$ cat src/rtl/gem_pkg.sv
// rtl/gem_pkg.sv - shared GEM cluster constants, sequencer state enum, cluster valid helper
package gem_pkg;

  localparam int MXCLST   = 4;
  localparam int CLSTBITS = 14;

  // cnt=0, adr[10:9]=2'b11: never a real cluster, so it marks "no cluster"
  localparam logic [CLSTBITS-1:0] IDLE_CLUSTER = 14'h07FF;
  localparam logic [MXCLST*CLSTBITS-1:0] IDLE_FRAME = {MXCLST{IDLE_CLUSTER}};

  typedef enum logic [1:0] {
    ST_IDLE  = 2'd0,
    ST_WAIT  = 2'd1,
    ST_READ  = 2'd2,
    ST_DRAIN = 2'd3
  } state_e;

  // A cluster word {cnt[2:0], adr[10:0]} is valid unless adr[10:9] == 2'b11
  function automatic logic cluster_vpf(input logic [CLSTBITS-1:0] word);
    return word[10:9] != 2'b11;
  endfunction

endpackage

$ cat src/rtl/gem_vpf_count.sv
// rtl/gem_vpf_count.sv - combinational count of valid clusters in one GEM frame
// Ports:
//   frame   in  MXCLST*CLSTBITS  one bx worth of cluster words
//   vpf_cnt out 3                number of valid clusters (0..4)
module gem_vpf_count
  import gem_pkg::*;
(
  input  logic [MXCLST*CLSTBITS-1:0] frame,
  output logic [2:0]                 vpf_cnt
);

  always_comb begin
    vpf_cnt = 3'd0;
    for (int i = 0; i < MXCLST; i++) begin
      vpf_cnt = vpf_cnt + 3'(cluster_vpf(frame[i*CLSTBITS +: CLSTBITS]));
    end
  end

endmodule

$ cat src/rtl/gem_pattern_sequencer.sv
// rtl/gem_pattern_sequencer.sv - replays pattern RAM frames onto the GEM data path
// Ports:
//   clock, global_reset_n         40 MHz clock, async active-low reset
//   start, stop, sync_bx0, bx0    playback control
//   first_adr, last_adr, n_loops  replay window and repetition count (0 = endless)
//   ram_rd_en, ram_adr, ram_rdata pattern RAM read port, 1-cycle read latency
//   gemdata, gemdata_valid        frame output, idle frame when not playing
//   busy, done, cfg_err           status
//   loop_cnt, frame_cnt, clst_cnt run monitoring counters
module gem_pattern_sequencer #(
  parameter int RAM_ADRB = 11,
  parameter int MXCLST   = 4,
  parameter int CLSTBITS = 14
) (
  input  logic                         clock,
  input  logic                         global_reset_n,
  input  logic                         start,
  input  logic                         stop,
  input  logic                         sync_bx0,
  input  logic                         bx0,
  input  logic [RAM_ADRB-1:0]          first_adr,
  input  logic [RAM_ADRB-1:0]          last_adr,
  input  logic [7:0]                   n_loops,
  output logic                         ram_rd_en,
  output logic [RAM_ADRB-1:0]          ram_adr,
  input  logic [MXCLST*CLSTBITS-1:0]   ram_rdata,
  output logic [MXCLST*CLSTBITS-1:0]   gemdata,
  output logic                         gemdata_valid,
  output logic                         busy,
  output logic                         done,
  output logic                         cfg_err,
  output logic [7:0]                   loop_cnt,
  output logic [31:0]                  frame_cnt,
  output logic [31:0]                  clst_cnt
);

  import gem_pkg::*;

  localparam int FW = MXCLST * CLSTBITS;

  state_e                state_q, state_d;
  logic                  drain_q, drain_d;
  logic [RAM_ADRB-1:0]   first_q, first_d, last_q, last_d;
  logic [RAM_ADRB-1:0]   ram_adr_q, ram_adr_d;
  logic [7:0]            n_loops_q, n_loops_d, loop_cnt_q, loop_cnt_d;
  logic                  ram_rd_en_q, ram_rd_en_d;
  logic                  rdata_vld_q, rdata_vld_d;
  logic                  gemdata_valid_q, gemdata_valid_d;
  logic [FW-1:0]         gemdata_q, gemdata_d;
  logic                  busy_q, busy_d, done_q, done_d, cfg_err_q, cfg_err_d;
  logic [31:0]           frame_cnt_q, frame_cnt_d, clst_cnt_q, clst_cnt_d;
  logic [2:0]            vpf_cnt;
  logic [32:0]           clst_sum;
  logic                  kill, start_ok, at_last, last_pass;

  gem_vpf_count u_vpf_count (
    .frame   (ram_rdata),
    .vpf_cnt (vpf_cnt)
  );

  // stop only has an effect while playing; in IDLE it just blocks a start
  assign kill      = stop && (state_q != ST_IDLE);
  assign start_ok  = start && !stop && (first_adr <= last_adr);
  assign at_last   = (ram_adr_q == last_q);
  assign last_pass = (n_loops_q != 8'd0) && ((loop_cnt_q + 8'd1) == n_loops_q);
  assign clst_sum  = {1'b0, clst_cnt_q} + {30'd0, vpf_cnt};

  // State register
  always_ff @(posedge clock or negedge global_reset_n) begin
    if (!global_reset_n) begin
      state_q <= ST_IDLE;
      drain_q <= 1'b0;
    end else begin
      state_q <= state_d;
      drain_q <= drain_d;
    end
  end

  // Next state
  always_comb begin
    state_d = state_q;
    drain_d = drain_q;
    case (state_q)
      ST_IDLE: begin
        if (start_ok) state_d = sync_bx0 ? ST_WAIT : ST_READ;
      end
      ST_WAIT: begin
        if (stop)     state_d = ST_IDLE;
        else if (bx0) state_d = ST_READ;
      end
      ST_READ: begin
        if (stop) begin
          state_d = ST_IDLE;
        end else if (at_last && last_pass) begin
          state_d = ST_DRAIN;
          drain_d = 1'b0;
        end
      end
      ST_DRAIN: begin
        // two cycles: read data stage, then output stage
        if (stop || drain_q) state_d = ST_IDLE;
        else                 drain_d = 1'b1;
      end
      default: state_d = ST_IDLE;
    endcase
  end

  // Outputs and datapath
  always_comb begin
    first_d     = first_q;
    last_d      = last_q;
    n_loops_d   = n_loops_q;
    ram_adr_d   = ram_adr_q;
    ram_rd_en_d = 1'b0;
    loop_cnt_d  = loop_cnt_q;
    done_d      = 1'b0;
    cfg_err_d   = cfg_err_q;
    frame_cnt_d = frame_cnt_q;
    clst_cnt_d  = clst_cnt_q;

    // Two-stage read pipeline; stop flushes both stages at once
    rdata_vld_d     = ram_rd_en_q && !kill;
    gemdata_valid_d = rdata_vld_q && !kill;
    gemdata_d       = gemdata_valid_d ? ram_rdata : IDLE_FRAME;

    if (gemdata_valid_d) begin
      if (frame_cnt_q != 32'hFFFF_FFFF) frame_cnt_d = frame_cnt_q + 32'd1;
      clst_cnt_d = clst_sum[32] ? 32'hFFFF_FFFF : clst_sum[31:0];
    end

    case (state_q)
      ST_IDLE: begin
        if (start && !stop) begin
          if (first_adr > last_adr) begin
            cfg_err_d = 1'b1;
          end else begin
            cfg_err_d   = 1'b0;
            frame_cnt_d = 32'd0;
            clst_cnt_d  = 32'd0;
            loop_cnt_d  = 8'd0;
            first_d     = first_adr;
            last_d      = last_adr;
            n_loops_d   = n_loops;
            if (!sync_bx0) begin
              ram_rd_en_d = 1'b1;
              ram_adr_d   = first_adr;
            end
          end
        end
      end
      ST_WAIT: begin
        if (!stop && bx0) begin
          ram_rd_en_d = 1'b1;
          ram_adr_d   = first_q;
        end
      end
      ST_READ: begin
        if (!stop) begin
          if (at_last) begin
            loop_cnt_d = loop_cnt_q + 8'd1;
            if (!last_pass) begin
              ram_rd_en_d = 1'b1;
              ram_adr_d   = first_q;
            end
          end else begin
            ram_rd_en_d = 1'b1;
            ram_adr_d   = ram_adr_q + 1'b1;
          end
        end
      end
      ST_DRAIN: begin
        if (!stop && drain_q) done_d = 1'b1;
      end
      default: ;
    endcase

    busy_d = (state_d != ST_IDLE);
  end

  always_ff @(posedge clock or negedge global_reset_n) begin
    if (!global_reset_n) begin
      first_q         <= '0;
      last_q          <= '0;
      n_loops_q       <= 8'd0;
      ram_adr_q       <= '0;
      ram_rd_en_q     <= 1'b0;
      rdata_vld_q     <= 1'b0;
      gemdata_valid_q <= 1'b0;
      gemdata_q       <= IDLE_FRAME;
      loop_cnt_q      <= 8'd0;
      busy_q          <= 1'b0;
      done_q          <= 1'b0;
      cfg_err_q       <= 1'b0;
      frame_cnt_q     <= 32'd0;
      clst_cnt_q      <= 32'd0;
    end else begin
      first_q         <= first_d;
      last_q          <= last_d;
      n_loops_q       <= n_loops_d;
      ram_adr_q       <= ram_adr_d;
      ram_rd_en_q     <= ram_rd_en_d;
      rdata_vld_q     <= rdata_vld_d;
      gemdata_valid_q <= gemdata_valid_d;
      gemdata_q       <= gemdata_d;
      loop_cnt_q      <= loop_cnt_d;
      busy_q          <= busy_d;
      done_q          <= done_d;
      cfg_err_q       <= cfg_err_d;
      frame_cnt_q     <= frame_cnt_d;
      clst_cnt_q      <= clst_cnt_d;
    end
  end

  assign ram_rd_en     = ram_rd_en_q;
  assign ram_adr       = ram_adr_q;
  assign gemdata       = gemdata_q;
  assign gemdata_valid = gemdata_valid_q;
  assign busy          = busy_q;
  assign done          = done_q;
  assign cfg_err       = cfg_err_q;
  assign loop_cnt      = loop_cnt_q;
  assign frame_cnt     = frame_cnt_q;
  assign clst_cnt      = clst_cnt_q;

endmodule

$ cat config.mk
export PLATFORM = sky130hd
export DESIGN_NAME = gem_pattern_sequencer
export DESIGN_NICKNAME = d
export VERILOG_FILES = /design/src/rtl/gem_pkg.sv /design/src/rtl/gem_vpf_count.sv /design/src/rtl/gem_pattern_sequencer.sv
export SDC_FILE = /design/constraint.sdc
export NUM_CORES = 1
export LEC_CHECK = 0
export BUFFER_PORTS_ARGS = -buffer_cell sky130_fd_sc_hd__buf_4
export CAP_MARGIN = 20
export CORE_MARGIN = 2
export CORE_UTILIZATION = 55
export CTS_BUF_LIST = sky130_fd_sc_hd__clkbuf_8
export DETAILED_ROUTE_END_ITERATION = 7
export PLACE_DENSITY = 0.88
export SLEW_MARGIN = 15
export SYNTH_ARGS = -nofsm -noshare
export SYNTH_HDL_FRONTEND = slang
export SYNTH_SLANG_ARGS = --single-unit
$ cat constraint.sdc
create_clock -name clock -period 3.1 [get_ports clock]
set_clock_uncertainty 0.05 [all_clocks]
set_input_delay 0 -clock clock [delete_from_list [all_inputs] [get_ports clock]]
set_output_delay 0 -clock clock [all_outputs]
set_load 0.1 [all_outputs]
### Yosys cells after proc, flatten, opt, wreduce, memory -nomap -nowiden

Cells that the tools add are included.

* word-level logic and storage cells: 116
* register bits after elaboration: 178
* output and inout bits: 144

* bitwise logic cells: 1
* $add $sub $neg: 7
* multiplexer cells: 47
* eq/ne operators: 19
* reductions and logical operators: 24
* order comparisons: 2

Operators with widths (count)
* 2-to-1 mux 32 bit: 10
* 2-to-1 mux 11 bit: 7
* 2-to-1 mux 56 bit: 1
* adder 32 x 3 -> 33 bit: 1
* one-hot mux 11 bit (3 select lines): 1
* adder 32 x 1 -> 32 bit (second input constant): 1
* 2-to-1 mux 8 bit: 4
* != test 32 bit (second input constant): 1
* != test 2 bit (second input constant): 12
* one-hot mux 8 bit (2 select lines): 1
* 2-to-1 mux 2 bit: 7
* 2-to-1 mux 1 bit: 13
* adder 11 x 1 -> 11 bit (second input constant): 1
* == test 11 bit: 1
* greater-than comparator 11 bit: 1
* less-or-equal comparator 11 bit: 1
* logical AND 1 bit: 9
* adder 8 x 1 -> 8 bit (second input constant): 1
* == test 8 bit: 1
* one-hot mux 2 bit (4 select lines): 1
* nonzero test 2 bit: 4
* nonzero test 8 bit: 1
* AND reduction 7 bit: 1
* adder 3 x 1 -> 3 bit: 2
* 15 further kinds: 17

### Logic depth before layout (Yosys ltp)

Gate-level depths: netlist (run 1).

* depth in word-level cells: 10
* depth in mapped cells: 15
* depth with buffers taken out: 15

### Cells and area by module

A second synthesis (run 1) with hierarchy kept.

* cells, all modules: 830
* area total of the unflattened synthesis: 8783.4 sq um

By module, submodules not included
* gem_pattern_sequencer: instances 1, area each 8723.4 sq um, cells an instance 823
* gem_vpf_count: instances 1, area each 60.1 sq um, cells an instance 7

### Worst setup path before layout (run 1)

OpenSTA, ideal clock, no wires.

* kind: register -> register
* from: reg clst_cnt_q[0] (netlist: clst_cnt[0])
* to: reg clst_cnt_q[30] (netlist: clst_cnt[30])
* arrival time: 3.000 ns
* path slack: -0.082 ns
* data required time: 2.918 ns
* library setup time: 0.132 ns
* buffers on the path: 0
* period minus slack after synthesis: 3.182 ns
* cell stages (with the launch flop): 11
* cells stage by stage: dfrtp_1 -> ha_1 -> inv_1 -> fa_1 -> nor2b_1 -> o2111ai_1 -> nor2_1 -> nand2b_1 -> nor3_1 -> mux2i_1 -> nor2_1

* cells in the longest elaborated chain, start to end: 6

Ends and longest elaborated chain
* start: declaration: line gem_pattern_sequencer.sv:51 `logic [31:0] frame_cnt_q, frame_cnt_d, clst_cnt_q, clst_cnt_d;`
* start signal: assignment: line gem_pattern_sequencer.sv:210 `clst_cnt_q <= clst_cnt_d;`
* adder 32 x 3 -> 33 bit *: line gem_pattern_sequencer.sv:66 `assign clst_sum = {1'b0, clst_cnt_q} + {30'd0, vpf_cnt};`
* 2-to-1 mux 32 bit *: line gem_pattern_sequencer.sv:128 `clst_cnt_d = clst_sum[32] ? 32'hFFFF_FFFF : clst_sum[31:0];`
* 2-to-1 mux 32 bit *: line gem_pattern_sequencer.sv:126 `if (gemdata_valid_d) begin`
* 2-to-1 mux 32 bit: line gem_pattern_sequencer.sv:134 `if (first_adr > last_adr) begin`
* 2-to-1 mux 32 bit: line gem_pattern_sequencer.sv:133 `if (start && !stop) begin`
* 2-to-1 mux 32 bit *: line gem_pattern_sequencer.sv:131 `case (state_q)`
* net clst_cnt_d[30]: line gem_pattern_sequencer.sv:51

The timed path passes the listed nets; every way through them passes the cells marked *.
A chain may end at the register's enable or synchronous reset.

### Final worst setup path (run 1)

* from: in last_adr[2]
* to: reg ram_rd_en_q (netlist: ram_rd_en)

* cells in the longest elaborated chain, start to end: 4

Ends and longest elaborated chain
* start: declaration: line gem_pattern_sequencer.sv:22 `input logic [RAM_ADRB-1:0] last_adr,`
* greater-than comparator 11 bit: line gem_pattern_sequencer.sv:134
* 2-to-1 mux 1 bit: line gem_pattern_sequencer.sv:134
* 2-to-1 mux 1 bit: line gem_pattern_sequencer.sv:133
* one-hot mux 1 bit (3 select lines): line gem_pattern_sequencer.sv:131
* net ram_rd_en_d: line gem_pattern_sequencer.sv:46 `logic ram_rd_en_q, ram_rd_en_d;`
* end signal: assignment: line gem_pattern_sequencer.sv:201 `ram_rd_en_q <= ram_rd_en_d;`
* end: declaration: line gem_pattern_sequencer.sv:46

The timed path passes the listed nets, and every way through them passes these cells.

==> flow_summary.toml, run 1 <==
[run_status]
status = "finished clean"

[placement]
placedCellCount = 1340
dpl-instance-area_um2 = 11000
gp_congestion = 0.888
portBuffers = 235
hpwl_um = 17100

[setup_path]
r2r_slack_ns = 0.23
r2r_start = "loop_cnt[0]"
start_kind = "primary input"
crit_required_ns = 3.40
endpoint_kind = "flip-flop"
critical_path.cell_chain = "dlygate4sd3_1 -> buf_4 -> inv_1 -> ha_1 -> a21oi_1 -> o21ai_0 -> a211oi_2 -> buf_4 -> o21ai_2 -> nor2_1 -> a221oi_1 -> dlygate4sd3_1 -> nor3_1"
path_class = "in -> reg"
crit_slowest_cell = "dlygate4sd3_1"
critPathArrivalTime_ns = 3.26
worstPathMaxFanout = 7
slowest_delay_ns = 0.61
timing.critical_path.from = "last_adr[2]"

[timing]
maxSlewViolCount = 0
hold_slack_ns = 0.0414
slew_headroom_pct = 49.0
max_freq_mhz = 338
fin_setup_tns_ns = 0
hold_violations = 0
fin_crit_ns = 2.96
finalSetupViolations = 0
fin_crit_sh_pct = 95.5
tightest_slew_ns = 0.765

[die]
rows = 46
io_pins = 236
initial_utilization_pct = 56.2
die_h_um = 131
die_w_um = 131
die_area_um2 = 17300
fp.coreArea_um2 = 15900

[route]
first_pass_iters = 7
via_per_inst = 5.55
num_vias = 8125
drt_iter0_drc = 606
wirelength_um = 26000
ant_nets = 0
wire_per_inst_um = 17.8
drc = 0

[logic_synthesis]
synth_top_area_share_pct = 37.6
ys_types = 66
syn_area_um2 = 8930
ys.flop_type = "dfrtp_1"
syn_nets = 1025
synthArstFlopShare_pct = 100
ys_ff_latch = 178
synth-edff-count = 0
seq_area_frac_synth_pct = 50.5
yosysWarnings = 0
synth.largest_area_cell = "dfrtp_1"
avgSynthCellArea_um2 = 9.83
synthCells = 908
synth_area_leaders = "dfrtp_1 (38%), dfstp_2 (13%), nand2_1 (4.6%)"

[global_routing]
grt_remaining_overflow = 0
grt_pass1_vias = 8171
grt_max_degree = 81
antenna_found_initial = 0
grt_pass1_wl_um = 42100
gr-usage-all-layers_pct = 30.4

[cells_and_area]
seqCellArea_um2 = 4510
nets = 1351
drive_gt1_share_pct = 29.5
layout_commonest_cell = "buf_4"
fillers = 1053
multiInputGateArea_um2 = 4110
fin_cells = 1463
final_area_um2 = 12400
fin_util_pct = 78.0
diodes = 0
final_cell_mix = "buf_4 (256), dfrtp_1 (131), nand2_1 (109), dlygate4sd3_1 (91), nor2_1 (70)"
syn_to_final_growth_pct = 38.8

[clocking]
numCtsBuffers = 17
clock_path_buffers = 2
clock_sinks = 178
cts_tree = "yes"
htreeDepth = 4
clock_latency_ns = 0.45
path_clk_slew_ns = 0.10
cts_root_buf = "clkbuf_8"

[power]
leakage_nw = 5.76
p_per_area_nw_per_um2 = 765
ir_drop_mv = 0.557

[hold_path]
hp-start = "start"
hp-class = "in -> reg"

[flow_run]
maxCapViolCount = 0
==> synthesized netlist by cell type, types with 5 or more instances <==
master    instances
o211ai_1          5
dfstp_2          44
mux2_1           10
buf_2             5
ha_1             23
clkbuf_1         36
mux2i_1          10
and4_1            8
a22oi_1          11
dfrtp_1         134
nand4_1          14
nand3_1          34
o21ai_0          34
nor3_1           29
a21oi_1          53
nor2_1           71
or3_1            13
mux2_2           12
nand2_1         109
xor2_1           37
and3_1           23
inv_1            39
nand2b_1         50
nor4_1            5
xnor2_1          32
==> worst max-delay path, delay by kind of cell <==
family / cells / cell delay (ns)
buffers and inverters: 5 / 1.60
AOI/OAI and AO/OA: 5 / 0.97
and+or+nand+nor: 2 / 0.40
adders and majority gates: 1 / 0.28
==> final timing paths <==
check,endpoint,cells past startpoint
setup / recovery,ram_rd_en,13
hold / removal,cfg_err,4
setup reg to reg,ram_rd_en,9
hold reg to reg,last_q[10],2
max in group asynchronous,gemdata[38],3
min in group asynchronous,last_q[8],2
==> power breakdown <==
part	total [W]	internal [W]	switching [W]	leakage [nW]
clock	0.00186	0.00101	0.000854	0.244
combinational	0.00436	0.00123	0.00313	3.27
sequential	0.00326	0.00284	0.000418	2.25
total	0.00948	0.00508	0.00440	5.76
==> metrics by stage <==
stage,power [W],worst slack [ns]
final,0.00948,0.139
after global routing,0.00987,-0.0211
after CTS,0.00943,0.113
after detailed placement,0.00746,0.0537
after global placement,0.00735,0.123
after floorplan,0.00640,-0.0263
==> logic make-up (layout without fill, tap and decap cells) <==
| logic type | Yosys count | in the layout | synth area share [%] |
|---|---|---|---|
| simple gates | 382 | 382 | 21.8 |
| fa+ha+maj | 25 | 25 | 3.67 |
| mux | 32 | 32 | 3.90 |
| xor+xnor | 69 | 69 | 6.77 |
| buf+inv | 82 | 421 | 3.64 |
| compound gates | 140 | 140 | 9.75 |
| flops | 178 | 178 | 50.5 |
==> state kept, by name, summed over array words and instances, names as in the netlist, 2 cells and up <==
name	count
gemdata	56
clst_cnt	32
frame_cnt	32
first_q	11
last_q	11
ram_adr	11
loop_cnt	8
n_loops_q	8
state_q	2
==> per-layer routing <==
metal  global-route usage, %  wire [µm]
met1                    37.1      10400
met2                    51.9      13100
met3                    6.67       1580
met4                    13.2       1010
met5                       0          0
==> timing repair <==
action,CTS,global route
endpoints found under the setup margin,0,21
resized for setup,0,3
setup buffers,0,0
endpoints found under the hold margin,180,0
hold buffers,91,0
==> area by class of cell <==
type	instances	share of cell area, %
flip-flops and latches	178	36.4
multi-input cells	648	33.2
repair buffers	350	23.3
well taps	216	2.18
clock buffers	19	2.11
clock inverters	13	1.66
inverters	39	1.18
Power figures use the tool's default switching activity.
==> run 2: changes to the inputs <==
--- a/config.mk
+++ b/config.mk
@@ -11,6 +11,7 @@
 export CORE_UTILIZATION = 55
 export CTS_BUF_LIST = sky130_fd_sc_hd__clkbuf_8
 export DETAILED_ROUTE_END_ITERATION = 7
+export GPL_TIMING_DRIVEN = 0
 export PLACE_DENSITY = 0.88
 export SLEW_MARGIN = 15
 export SYNTH_ARGS = -nofsm -noshare
==> run 2 against run 1 <==
  * First-iteration DRC count increased by 14%
  * Register-to-register slack got worse by 0.05 ns
  * Final area increased by 0.26%
  * Die area unchanged
  * Non-clock buffer count increased by 25
  * Global-route usage increased by 0.47 points
  * Sequential power about the same
  * Clock power decreased by 13%
  * Maximum frequency decreased by 1.3%
  * Clock-buffer cell count unchanged
  * Critical path type unchanged
  * Critical endpoint is now n_loops_q[6]
  * Largest cell class unchanged
  * Largest power group unchanged
  * Highest routed layer unchanged
==> flow_summary.toml, run 2 (synthesis gave the netlist of run 1 again) <==
[run_status]
status = "finished clean"

[placement]
hpwl_um = 18000
gp_congestion = 0.926
portBuffers = 235
place_ws_ns = -0.551

[route]
wirelength_um = 26800
drt_iter0_drc = 689
via_per_inst = 5.55
num_vias = 8252
drc = 0
wire_per_inst_um = 18.0
first_pass_iters = 6
ant_nets = 0

[cells_and_area]
fin_util_pct = 78.2
largest_reg_flops = 56
drive_gt1_share_pct = 28.4
layout_commonest_cell = "buf_4"
diodes = 0
nets = 1376
fillers = 1021
final_cell_mix = "buf_4 (238), dfrtp_1 (131), nand2_1 (109), dlygate4sd3_1 (93), nor2_1 (70)"
syn_to_final_growth_pct = 39.1

[timing]
slew_headroom_pct = 50.9
fin_crit_ns = 3.00
hold_violations = 0
tightest_slew_ns = 0.737
max_freq_mhz = 333
fin_crit_sh_pct = 96.8
maxSlewViolCount = 0
finalSetupViolations = 0
fin_ws_ns = 0.100

[global_routing]
grt_pass1_vias = 8211
grt_pass1_wl_um = 42500
antenna_found_initial = 0
grt_remaining_overflow = 0
grt_max_degree = 65
gr-usage-all-layers_pct = 30.8

[setup_path]
crit_slowest_cell = "clkbuf_1"
crit_required_ns = 3.45
worstPathMaxFanout = 10
start_kind = "primary input"
critPathArrivalTime_ns = 3.35
critical_path_buf_inv_count = 5
critical_path.cell_chain = "dlygate4sd3_1 -> buf_4 -> inv_1 -> ha_1 -> a21oi_1 -> o21ai_0 -> a211oi_2 -> o21a_1 -> clkbuf_1 -> clkbuf_1 -> nand2_1 -> nand2_1"
endpoint_kind = "flip-flop"
slowest_delay_ns = 0.58
critPathTopFamily = "buffers and inverters"
path_class = "in -> reg"

[power]
ir_drop_mv = 0.617
p_per_area_nw_per_um2 = 746
leakage_nw = 5.75

[die]
io_pins = 236
die_h_um = 131
die_w_um = 131
die_area_um2 = 17300
rows = 46
fp.coreArea_um2 = 15900
initial_utilization_pct = 56.2

[clocking]
htreeDepth = 4
clock_sinks = 178
cts_root_buf = "clkbuf_8"
clock_latency_ns = 0.46
path_clk_slew_ns = 0.09
cts_tree = "yes"
numCtsBuffers = 17
clock_path_buffers = 2

[flow_run]
maxCapViolCount = 0

[hold_path]
hp-class = "in -> reg"
run 2: per-layer routing:
metal	global-route usage, %	wire, µm	vias up
met5	0	0	-
met4	13.6	903	0
met3	5.75	1480	70
met2	52.8	13600	351
met1	38.2	10800	4000
li1	-	-	3831
run 2: cell type report:
cell class	instances	area (µm²)	share of cell area, %
Buffer	41	175	1.41
Clock buffer	19	262	2.10
Sequential cell	178	4510	36.3
Inverter	39	146	1.18
Multi-Input combinational cell	648	4120	33.2
Tap cell	216	270	2.18
Timing Repair Buffer	334	2800	22.5
Clock inverter	13	133	1.07
run 2: path summary, 6_finish.rpt:
check | endpoint | slack [ns] | from | cells past startpoint
worst max-delay path | n_loops_q[6] | 0.10 | last_adr[2] | 12
worst min-delay path | n_loops_q[4] | 0.21 | n_loops[4] | 4
worst max register to register | ram_adr[4] | 0.18 | ram_adr[4] | 8
worst min register to register | rdata_vld_q | 0.43 | ram_rd_en | 1
max in group asynchronous | gemdata[9] | 1.57 | global_reset_n | 5
min in group asynchronous | first_q[6] | 0.49 | global_reset_n | 3
run 2: worst register-to-register path, delay by kind of cell, from the launching register on:
kind,cells,cell delay (ns)
flip-flops,1,0.48
AND/OR/NAND/NOR,5,1.49
XOR/XNOR,1,0.18
buffers and inverters,1,0.23
multiplexers,1,0.37
run 2: timing repair:
item                                   CTS  global route
setup endpoints to repair               10            91
hold buffers                            94             0
gates resized for setup                  1            11
endpoints found under the hold margin  207             0
pin swaps                                0             2
setup buffers                            0             3
run 2: power by group:
part / internal, W / switching (W)
clock network: 0.000759 / 0.000859
registers: 0.00284 / 0.000443
logic: 0.00121 / 0.00316
total: 0.00481 / 0.00446
run 2: stage by stage:
stage,total power [W],cells,cell area [µm²],setup TNS [ns],hold slack (ns)
3_5_place_dp,0.00746,1361,11000,-8.91,-0.0918
3_3_place_gp,0.00734,1359,11000,-6.63,0.140
2_1_floorplan,0.00640,908,8930,-0.0263,-0.346
5_1_grt,0.00962,1488,12400,-0.0218,0.210
6_report,0.00927,1488,12400,0,0.213
4_1_cts,0.00918,1487,12400,0,0.188
==> run 3: changes to the inputs <==
--- a/config.mk
+++ b/config.mk
@@ -6,13 +6,14 @@
 export NUM_CORES = 1
 export LEC_CHECK = 0
 export BUFFER_PORTS_ARGS = -buffer_cell sky130_fd_sc_hd__buf_4
-export CAP_MARGIN = 20
+export CAP_MARGIN = 15
 export CORE_MARGIN = 2
 export CORE_UTILIZATION = 55
 export CTS_BUF_LIST = sky130_fd_sc_hd__clkbuf_8
 export DETAILED_ROUTE_END_ITERATION = 7
 export GPL_TIMING_DRIVEN = 0
 export PLACE_DENSITY = 0.88
+export RECOVER_POWER = 50
 export SLEW_MARGIN = 15
 export SYNTH_ARGS = -nofsm -noshare
 export SYNTH_HDL_FRONTEND = slang
==> run 3 against run 2 <==
  * The run now ends with capacitance limit, slew limit left
  * Clock-buffer cell count did not move
  * Sequential share of layout area increased by 1.5 points
  * Via count rose by 0.32%
  * Maximum frequency grew 0.37%
  * Setup slack improved by 0.011 ns
  * Critical path depth stayed put
==> flow_summary.toml, run 3 (synthesis gave the netlist of run 1 again) <==
[run_status]
status = "finished, violations left"
violations = "capacitance limit, slew limit"

[clocking]
clock_sinks = 178
clock_path_buffers = 2
clock_latency_ns = 0.46
path_clk_slew_ns = 0.09
numCtsBuffers = 17
htreeDepth = 4
cts_tree = "yes"
cts_root_buf = "clkbuf_8"

[cells_and_area]
nets = 1376
seqCellArea_um2 = 4510
diodes = 0
final_area_um2 = 11900
final_cell_mix = "clkbuf_1 (158), dfrtp_1 (131), buf_4 (112), nand2_1 (109), dlygate4sd3_1 (93)"
drive_gt1_share_pct = 18.4
largest_reg_flops = 56
multiInputGateArea_um2 = 4120
fin_cells = 1488
layout_commonest_cell = "clkbuf_1"
fillers = 1204
syn_to_final_growth_pct = 33.5

[setup_path]
endpoint_kind = "flip-flop"
critPathArrivalTime_ns = 3.34
crit_required_ns = 3.45
worstPathMaxFanout = 10
path_class = "in -> reg"
start_kind = "primary input"

[timing]
maxSlewViolCount = 27
slew_headroom_pct = -9.13
fin_ws_ns = 0.111
hold_slack_ns = 0.213
max_freq_mhz = 335
fin_crit_sh_pct = 96.4
hold_violations = 0
finalSetupViolations = 0
tightest_slew_ns = 1.64
fin_crit_ns = 2.99

[die]
die_area_um2 = 17300
rows = 46
initial_utilization_pct = 56.2
die_w_um = 131
fp.coreArea_um2 = 15900
die_h_um = 131
io_pins = 236

[route]
num_vias = 8278
drt_iter0_drc = 715
via_per_inst = 5.56
first_pass_iters = 5
ant_nets = 0
wire_per_inst_um = 18.1
drc = 0
wirelength_um = 26900

[placement]
hpwl_um = 18000
dpl-instance-area_um2 = 11000
gp_congestion = 0.926
place_ws_ns = -0.551
portBuffers = 235
placedCellCount = 1361

[power]
p_sw_w = 0.00445
switching_share_pct = 49.0
p_int_w = 0.00463
finalPower_w = 0.00908
ir_drop_mv = 0.590
p_seq_share_pct = 36.1
leakage_nw = 5.25
clockPowerShare_pct = 17.8
p_comb_share_pct = 46.1
p_per_area_nw_per_um2 = 762

[global_routing]
grt_pass1_vias = 8211
grt_pass1_wl_um = 42500
grt_remaining_overflow = 0
grt_max_degree = 65
antenna_found_initial = 0
gr-usage-all-layers_pct = 30.8

[flow_run]
maxCapViolCount = 1

[hold_path]
hp-class = "in -> reg"
-- run 3: cell types whose count changed in the layout (fill, tap and decap cells not counted) --
| cell | delta |
|---|---|
| buf_12 | -1 |
| buf_4 | -126 |
| clkbuf_1 | +127 |
| clkbuf_2 | +1 |
| buf_8 | -1 |
-- run 3: layout make-up --
type	count	area share [%]
plain buffers	41	1.47
clock buffers	19	2.19
clock inverters	13	1.11
inverters	39	1.23
multi-input cells	648	34.6
flip-flops and latches	178	37.8
well taps	216	2.27
repair buffers	334	19.3
-- run 3: what timing repair did --
item	in CTS	in global routing
gates resized for setup	1	11
hold endpoints to repair	207	0
setup endpoints to repair	10	91
hold buffers	94	0
buffers inserted	0	3
pin swaps	0	2
-- run 3: path summary, 6_finish.rpt --
kind | from | to | slack, ns | depth (start not counted)
worst max-delay path | last_adr[2] | n_loops_q[6] | 0.11 | 12
worst max register to register | ram_adr[3] | ram_adr[4] | 0.20 | 9
min in group asynchronous | global_reset_n | first_q[6] | 1.00 | 3
worst min register to register | ram_rd_en | rdata_vld_q | 0.44 | 1
max in group asynchronous | global_reset_n | frame_cnt[19] | 0.43 | 4
worst min-delay path | n_loops[4] | n_loops_q[4] | 0.21 | 4
-- run 3: critical path, cell delays in order --
cell and delay [ns]:
dlygate4sd3_1 0.56, buf_4 0.14, inv_1 0.08, ha_1 0.26, a21oi_1 0.12, o21ai_0 0.18, a211oi_2 0.51, o21a_1 0.25
clkbuf_1 0.43, clkbuf_1 0.59, nand2_1 0.12, nand2_1 0.09
-- run 3: per-stage QoR --
stage               setup TNS [ns]  utilization, %
floorplan                  -0.0263               -
global placement             -6.63            69.0
detailed placement           -8.91            69.4
CTS                              0            77.9
global route               -0.0218            75.1
finish                           0            75.1
-- run 3: routing by layer --
| layer | track usage, % | up-vias | wire length [µm] |
|---|---|---|---|
| met5 | 0 | - | 0 |
| met4 | 13.6 | 0 | 921 |
| met3 | 5.75 | 68 | 1560 |
| met2 | 52.8 | 380 | 13600 |
| met1 | 38.2 | 4003 | 10900 |
| li1 | - | 3827 | - |
-- run 3: power by group through the flow --
stage	combinational, W	clock, W	sequential [W]
CTS	0.00430	0.00163	0.00324
detailed placement	0.00418	0	0.00328
finish	0.00419	0.00162	0.00328
global route	0.00440	0.00172	0.00333
floorplan	0.00130	0	0.00510
global placement	0.00408	0	0.00326
